<file path="src/rtl/cordic_iter.sv">
// Iterative CORDIC: one micro-rotation per cycle, rotation or vectoring mode,
// quadrant pre-mapping, gain compensation and output saturation.
module cordic_iter #(
  parameter int WIDTH = 16,
  parameter int FRAC  = 13,
  parameter int ITERS = 12
) (
  input  logic                    clk,
  input  logic                    reset,
  input  logic                    mode,
  input  logic                    in_valid,
  output logic                    in_ready,
  input  logic signed [WIDTH-1:0] x_in,
  input  logic signed [WIDTH-1:0] y_in,
  input  logic signed [WIDTH-1:0] z_in,
  output logic                    out_valid,
  input  logic                    out_ready,
  output logic signed [WIDTH-1:0] x_out,
  output logic signed [WIDTH-1:0] y_out,
  output logic signed [WIDTH-1:0] z_out,
  output logic                    sat,
  output logic                    err
);
  localparam int DW = WIDTH + 2;
  localparam int PW = 2 * DW;
  localparam int CW = $clog2(ITERS + 1);
  localparam real SCALE_F = 2.0 ** FRAC;

  function automatic logic signed [DW-1:0] to_fix(input real v);
    return DW'($rtoi(v * SCALE_F + 0.5));
  endfunction

  function automatic real gain_inv();
    real k;
    k = 1.0;
    for (int i = 0; i < ITERS; i++) k = k / $sqrt(1.0 + 2.0 ** (-2.0 * i));
    return k;
  endfunction

  localparam logic signed [DW-1:0] PI_C      = to_fix(3.14159265358979);
  localparam logic signed [DW-1:0] HALF_PI_C = to_fix(1.57079632679490);
  localparam logic signed [DW-1:0] K_C       = to_fix(gain_inv());
  localparam logic signed [PW-1:0] RND  = {{(PW-FRAC){1'b0}}, 1'b1, {(FRAC-1){1'b0}}};
  localparam logic signed [PW-1:0] MAXV = {{(PW-WIDTH+1){1'b0}}, {(WIDTH-1){1'b1}}};
  localparam logic signed [PW-1:0] MINV = {{(PW-WIDTH+1){1'b1}}, {(WIDTH-1){1'b0}}};

  typedef enum logic [2:0] {IDLE, PRE, ITER, SCALE, DONE} state_t;

  state_t state_reg, state_next;
  logic signed [DW-1:0] x_reg, y_reg, z_reg;
  logic [CW-1:0] iter_reg;
  logic mode_reg, err_reg, zero_reg;
  logic signed [WIDTH-1:0] x_out_reg, y_out_reg, z_out_reg;
  logic sat_reg, err_out_reg, out_valid_reg;
  logic accept;

  logic signed [DW-1:0] atan_tab [ITERS];
  generate
    for (genvar gi = 0; gi < ITERS; gi++) begin : g_atan
      localparam logic signed [DW-1:0] ATAN_C = to_fix($atan(1.0 / (2.0 ** gi)));
      assign atan_tab[gi] = ATAN_C;
    end
  endgenerate

  assign in_ready  = reset && (state_reg == IDLE || (state_reg == DONE && out_ready));
  assign accept    = in_valid && in_ready;
  assign out_valid = out_valid_reg;
  assign x_out     = x_out_reg;
  assign y_out     = y_out_reg;
  assign z_out     = z_out_reg;
  assign sat       = sat_reg;
  assign err       = err_out_reg;

  always_comb begin
    state_next = state_reg;
    case (state_reg)
      IDLE:    if (accept) state_next = PRE;
      PRE:     state_next = ITER;
      ITER:    if (iter_reg == CW'(ITERS - 1)) state_next = SCALE;
      SCALE:   state_next = DONE;
      DONE:    if (accept) state_next = PRE;
               else if (out_ready) state_next = IDLE;
      default: state_next = IDLE;
    endcase
  end

  // Fold the operand into the CORDIC convergence range (|angle| <= pi/2).
  logic signed [DW-1:0] pre_x, pre_y, pre_z;
  logic pre_err, pre_zero;
  always_comb begin
    pre_x = x_reg;
    pre_y = y_reg;
    pre_z = z_reg;
    pre_err = 1'b0;
    pre_zero = 1'b0;
    if (mode_reg) begin
      if (z_reg > PI_C || z_reg < -PI_C) begin
        pre_err = 1'b1;
        pre_z = '0;
      end else if (z_reg > HALF_PI_C) begin
        pre_x = -y_reg;
        pre_y = x_reg;
        pre_z = z_reg - HALF_PI_C;
      end else if (z_reg < -HALF_PI_C) begin
        pre_x = y_reg;
        pre_y = -x_reg;
        pre_z = z_reg + HALF_PI_C;
      end
    end else begin
      pre_zero = (x_reg == '0) && (y_reg == '0);
      if (!x_reg[DW-1]) begin
        pre_z = '0;
      end else if (!y_reg[DW-1]) begin
        pre_x = y_reg;
        pre_y = -x_reg;
        pre_z = HALF_PI_C;
      end else begin
        pre_x = -y_reg;
        pre_y = x_reg;
        pre_z = -HALF_PI_C;
      end
    end
  end

  logic signed [DW-1:0] x_sh, y_sh, it_x, it_y, it_z;
  logic d_pos;
  always_comb begin
    x_sh  = x_reg >>> iter_reg;
    y_sh  = y_reg >>> iter_reg;
    d_pos = mode_reg ? ~z_reg[DW-1] : y_reg[DW-1];
    it_x  = d_pos ? x_reg - y_sh : x_reg + y_sh;
    it_y  = d_pos ? y_reg + x_sh : y_reg - x_sh;
    it_z  = d_pos ? z_reg - atan_tab[iter_reg] : z_reg + atan_tab[iter_reg];
  end

  logic signed [PW-1:0] px, py, rx, ry;
  logic signed [WIDTH-1:0] sx, sy;
  logic sat_x, sat_y;
  always_comb begin
    px = x_reg * K_C;
    py = y_reg * K_C;
    rx = (px + RND) >>> FRAC;
    ry = (py + RND) >>> FRAC;
    sat_x = (rx > MAXV) || (rx < MINV);
    sat_y = (ry > MAXV) || (ry < MINV);
    sx = (rx > MAXV) ? MAXV[WIDTH-1:0] : (rx < MINV) ? MINV[WIDTH-1:0] : rx[WIDTH-1:0];
    sy = (ry > MAXV) ? MAXV[WIDTH-1:0] : (ry < MINV) ? MINV[WIDTH-1:0] : ry[WIDTH-1:0];
  end

  always_ff @(posedge clk) begin
    if (!reset) begin
      state_reg     <= IDLE;
      x_reg         <= '0;
      y_reg         <= '0;
      z_reg         <= '0;
      iter_reg      <= '0;
      mode_reg      <= 1'b0;
      err_reg       <= 1'b0;
      zero_reg      <= 1'b0;
      x_out_reg     <= '0;
      y_out_reg     <= '0;
      z_out_reg     <= '0;
      sat_reg       <= 1'b0;
      err_out_reg   <= 1'b0;
      out_valid_reg <= 1'b0;
    end else begin
      state_reg <= state_next;
      case (state_reg)
        IDLE, DONE: if (accept) begin
          x_reg    <= {{2{x_in[WIDTH-1]}}, x_in};
          y_reg    <= {{2{y_in[WIDTH-1]}}, y_in};
          z_reg    <= {{2{z_in[WIDTH-1]}}, z_in};
          mode_reg <= mode;
        end
        PRE: begin
          x_reg    <= pre_x;
          y_reg    <= pre_y;
          z_reg    <= pre_z;
          err_reg  <= pre_err;
          zero_reg <= pre_zero;
          iter_reg <= '0;
        end
        ITER: begin
          x_reg    <= it_x;
          y_reg    <= it_y;
          z_reg    <= it_z;
          iter_reg <= iter_reg + CW'(1);
        end
        default: ;
      endcase
      // Outputs only carry data while valid; they clear as the result retires.
      if (state_reg == SCALE) begin
        x_out_reg     <= sx;
        y_out_reg     <= sy;
        z_out_reg     <= zero_reg ? '0 : z_reg[WIDTH-1:0];
        sat_reg       <= sat_x || sat_y;
        err_out_reg   <= err_reg;
        out_valid_reg <= 1'b1;
      end else if (state_reg == DONE && (accept || out_ready)) begin
        x_out_reg     <= '0;
        y_out_reg     <= '0;
        z_out_reg     <= '0;
        sat_reg       <= 1'b0;
        err_out_reg   <= 1'b0;
        out_valid_reg <= 1'b0;
      end
    end
  end
endmodule

</file>
<file path="config.mk">
export PLATFORM = sky130hd
export DESIGN_NAME = cordic_iter
export DESIGN_NICKNAME = d
export VERILOG_FILES = /design/src/rtl/cordic_iter.sv
export SDC_FILE = /design/constraint.sdc
export NUM_CORES = 1
export LEC_CHECK = 0
export ABC_AREA = 1
export CAP_MARGIN = 20
export CORE_ASPECT_RATIO = 1.75
export CORE_MARGIN = 2
export CORE_UTILIZATION = 65
export CTS_CLUSTER_DIAMETER = 100
export DETAILED_ROUTE_END_ITERATION = 12
export HOLD_SLACK_MARGIN = 0.12
export PLACE_DENSITY = 0.87
export SLEW_MARGIN = 10
export SYNTH_ARGS = -nofsm -noshare
export SYNTH_HDL_FRONTEND = slang
export SYNTH_SLANG_ARGS = --single-unit
</file>
<file path="constraint.sdc">
create_clock -name clk -period 9.9 [get_ports clk]
set_clock_uncertainty 0.1 [all_clocks]
set_input_delay 2.475 -clock clk [delete_from_list [all_inputs] [get_ports clk]]
set_output_delay 2.475 -clock clk [all_outputs]
set_load 0.005 [all_outputs]
</file>
==> impl_results.md <==
- Status: complete, no violations
- Die Height: 258 microns
- Overflow after GRT: 0
- Max_slew headroom: 0.142
- PortBufs: around 100
- HP Class: register to register
- Netlist Area Pre-Place: approximately 24000 sq um
- Layout cells sized above 1: 0.0275
- Resized cells post-CTS: 0
- RSZ-0062 raised after global routing: no
- # setup viols final: 0
- Die ar.: just under 40000 sq um
- # nets final: 4137
- DR vias: around 25000
- P&R area growth vs syn: 7.66%
- Largest family of logic cells by synthesized area: adder cells
- Synth cell types: 52
- Initial antenna violation count: 12
- Worst hold path endpoint: z_out[11]$_SDFFE_PN0P_
- Post-CTS setup buffer count: 0
- DR vias/cell: 6.28
- EDFF count, synth: 0
- DR DRC count: 0
- Compound-Gate Fraction of Synth Area: 0.164
- Core Region: between 30000 and 40000 sq um
- CTS tree: built
- Post-Route WL: ~90 mm
- Clock Path Buffers: 2
- Final period util: 0.732
- Max Fclk: about 140 MHz
- Yosys top cell area share: 0.197
- Cells after Synth: between 3000 and 4000
- Hold Crit Depth: 2
- Sequential element share of the synthesized area: 0.0961
- Routed WL per cell: approximately 22 microns
- Drt first pass iters: 13
- Post-synthesis xor/xnor area fraction: 0.0431
- Critical path class: register to register
- CTS Sinks: 115
- H-tree levels: 4
- Starting Density: 0.656
- GRT Util Overall: 0.482
- Die width: ~150 microns
- Post-layout min period: approximately 7300 ps
- Max-cap violation count: 0
- Mux cell area share after synthesis: 0.000418
- Final hold vios: 0
- Cell Area, Placed: approximately 25000 sq um
- First-pass GRT wire length: ~140 mm
- TNS Setup: 0 ps
- Critical Path Fanout Max: 16
- Top FF cell, synth: dfxtp_1
- Clk slew on worst S/H paths: approximately 70 ps
- Synth Area in Simple Gates: 0.226
- Finished Cell Area: about 26000 sq um
- R2R depth: 25
- Clock root cell: clkbuf_16
- Worst Setup End Kind: register
- DPL Wire Length: 66.2 mm
- Worst slew pin tran: approximately 1300 ps
- Layout Utilization: 0.706
- Worst Path Required: ~10000 ps
- Final Max Tran Viols: 0
- Post-synth ARST share: 0
- Synth Register Bits: around 120
- Clock Latency Late Sink: between 400 and 500 ps
- # rows: between 90 and 100
- Post-Syn Area per Cell: roughly 6.8 sq um
- Worst reg2reg startpoint: x_reg[6]$_SDFFE_PN0P_
- Worst EP arrival: approximately 7500 ps
- Area contributors post-synth: fa_1 20%, ha_1 15%, nand2_1 13%, dfxtp_1 9.6%, inv_1 9.5%
- HP Start: z_out[11]$_SDFFE_PN0P_
- Syn. warnings: 0
- Synth Area in Adders: 0.350
- Area leader, netlist: fa_1
- DRT iter0 DRCs: ~2800
- RePlAce Congestion: approximately 1.2
- Flop2flop setup slack: approximately 2600 ps
- Top Ports: between 100 and 150
- Vias in the first global route: 25500
- Syn Nets: ~4100
- CP startpoint kind: register
- Worst reg2reg endpoint: sat$_SDFFE_PN0P_
- Hold_buf cts: 0
- Num CTS Buffers: 17
- Filler cells: between 3000 and 4000
- Largest net degree at the start of global routing: 74
- Post-DRT Antenna Nets: 0
[cells in the mapped netlist, types with 9 or more instances]
library cell and count:
nor3_1 24, o21a_1 15, nand2_1 818, o22ai_1 15
dfxtp_1 115, ha_1 293, a21o_1 15, buf_4 13
nand3_1 222, xor2_1 89, xnor2_1 29, or2_2 12
buf_1 10, fa_1 236, clkbuf_1 62, o21bai_1 11
nand4_1 17, buf_2 25, nor2_2 9, o211ai_1 39
o21ai_0 243, inv_1 609, o21ai_1 12, a21oi_1 309
nor2_1 195, a31oi_1 13
[layout by cell type (no fill, tap or decap), types with 5 or more instances in the layout]
| cell | Yosys | final |
|---|---|---|
| or2_2 | 12 | 12 |
| ha_1 | 293 | 293 |
| o21ai_0 | 243 | 240 |
| nor3_1 | 24 | 23 |
| a211oi_1 | 6 | 6 |
| o21ai_1 | 12 | 15 |
| o21a_1 | 15 | 15 |
| nand2_1 | 818 | 818 |
| dfxtp_1 | 115 | 113 |
| a21oi_1 | 309 | 309 |
| clkdlybuf4s50_1 | 0 | 104 |
| o21bai_1 | 11 | 11 |
| clkbuf_16 | 0 | 17 |
| o31ai_1 | 8 | 8 |
| xor2_1 | 89 | 89 |
| nor2_1 | 195 | 195 |
| nor2_2 | 9 | 9 |
| inv_2 | 7 | 8 |
| nand4_1 | 17 | 17 |
| xnor2_1 | 29 | 29 |
| o21ai_2 | 5 | 5 |
| nand3b_1 | 8 | 8 |
| a31oi_1 | 13 | 13 |
| a21o_1 | 15 | 15 |
| o22ai_1 | 15 | 15 |
| inv_8 | 0 | 7 |
| inv_1 | 609 | 608 |
| diode_2 | 0 | 5 |
| buf_4 | 13 | 19 |
| clkinv_1 | 7 | 7 |
| nand3_1 | 222 | 222 |
| fa_1 | 236 | 236 |
| o211ai_1 | 39 | 39 |
[cells by family (layout without fill, tap and decap cells)]
kind of cell / Yosys count / after routing
compound gates: 710 / 710
xor+xnor: 118 / 118
fa+ha+maj: 529 / 529
buf+inv: 739 / 780
flops: 115 / 115
mux: 1 / 1
other cells: 0 / 5
simple gates: 1315 / 1315
[layout make-up]
type,instances,area [sq um],area share
multi-input cells,2673,18800,0.728
inverters,623,2340,0.0907
flip-flops and latches,115,2300,0.0894
repair buffers,125,1200,0.0464
well taps,475,594,0.0230
clock buffers,17,425,0.0165
clock inverters,15,153,0.00592
diodes,5,12.5,0.000485
[worst max path at each step]
stage / startpoint / end / cells after the start
2_1_floorplan: y_reg[17]$_SDFFE_PN0P_ / y_out[1]$_SDFFE_PN0P_ / 24
5_1_grt: y_reg[4]$_SDFFE_PN0P_ / sat$_SDFFE_PN0P_ / 25
4_1_cts: x_reg[6]$_SDFFE_PN0P_ / sat$_SDFFE_PN0P_ / 25
3_3_place_gp: y_reg[12]$_SDFFE_PN0P_ / sat$_SDFFE_PN0P_ / 24
6_report: x_reg[6]$_SDFFE_PN0P_ / sat$_SDFFE_PN0P_ / 25
3_5_place_dp: x_reg[6]$_SDFFE_PN0P_ / sat$_SDFFE_PN0P_ / 25
[routing by layer]
layer	vias up	GRT usage	routed length, microns
met5	-	0	34
met4	4	0.462	11300
met3	756	0.202	10500
met2	1648	0.745	40100
met1	11600	0.479	28100
li1	11400	-	-
[through the flow]
step | std cells | worst slack (ps) | hold WS, ps
2_1_floorplan | 3527 | 3150 | 345
3_3_place_gp | 4007 | 3030 | 349
3_5_place_dp | 4007 | 2930 | 353
4_1_cts | 4039 | 2890 | 364
5_1_grt | 4043 | 2290 | 383
6_report | 4048 | 2650 | 361
[critical path: stages, from the launching register on]
cell and delay, ps:
dfxtp_1 680, inv_1 270, ha_1 480, inv_1 100, fa_1 590, fa_1 450
fa_1 490, inv_1 60, fa_1 540, inv_1 70, fa_1 520, inv_1 60
ha_1 300, nand2_1 90, nor2_1 140, nand4_1 90, o21ai_0 530, nand3_1 250
nand2_1 120, nand2_1 60, nand2_1 70, nand3_1 80, o21ai_2 530, nand2_1 180
o21ai_1 160, a21oi_1 80
Power is not shown: default switching activity piles up to over one toggle a cycle in this logic, so the estimate is an artifact.
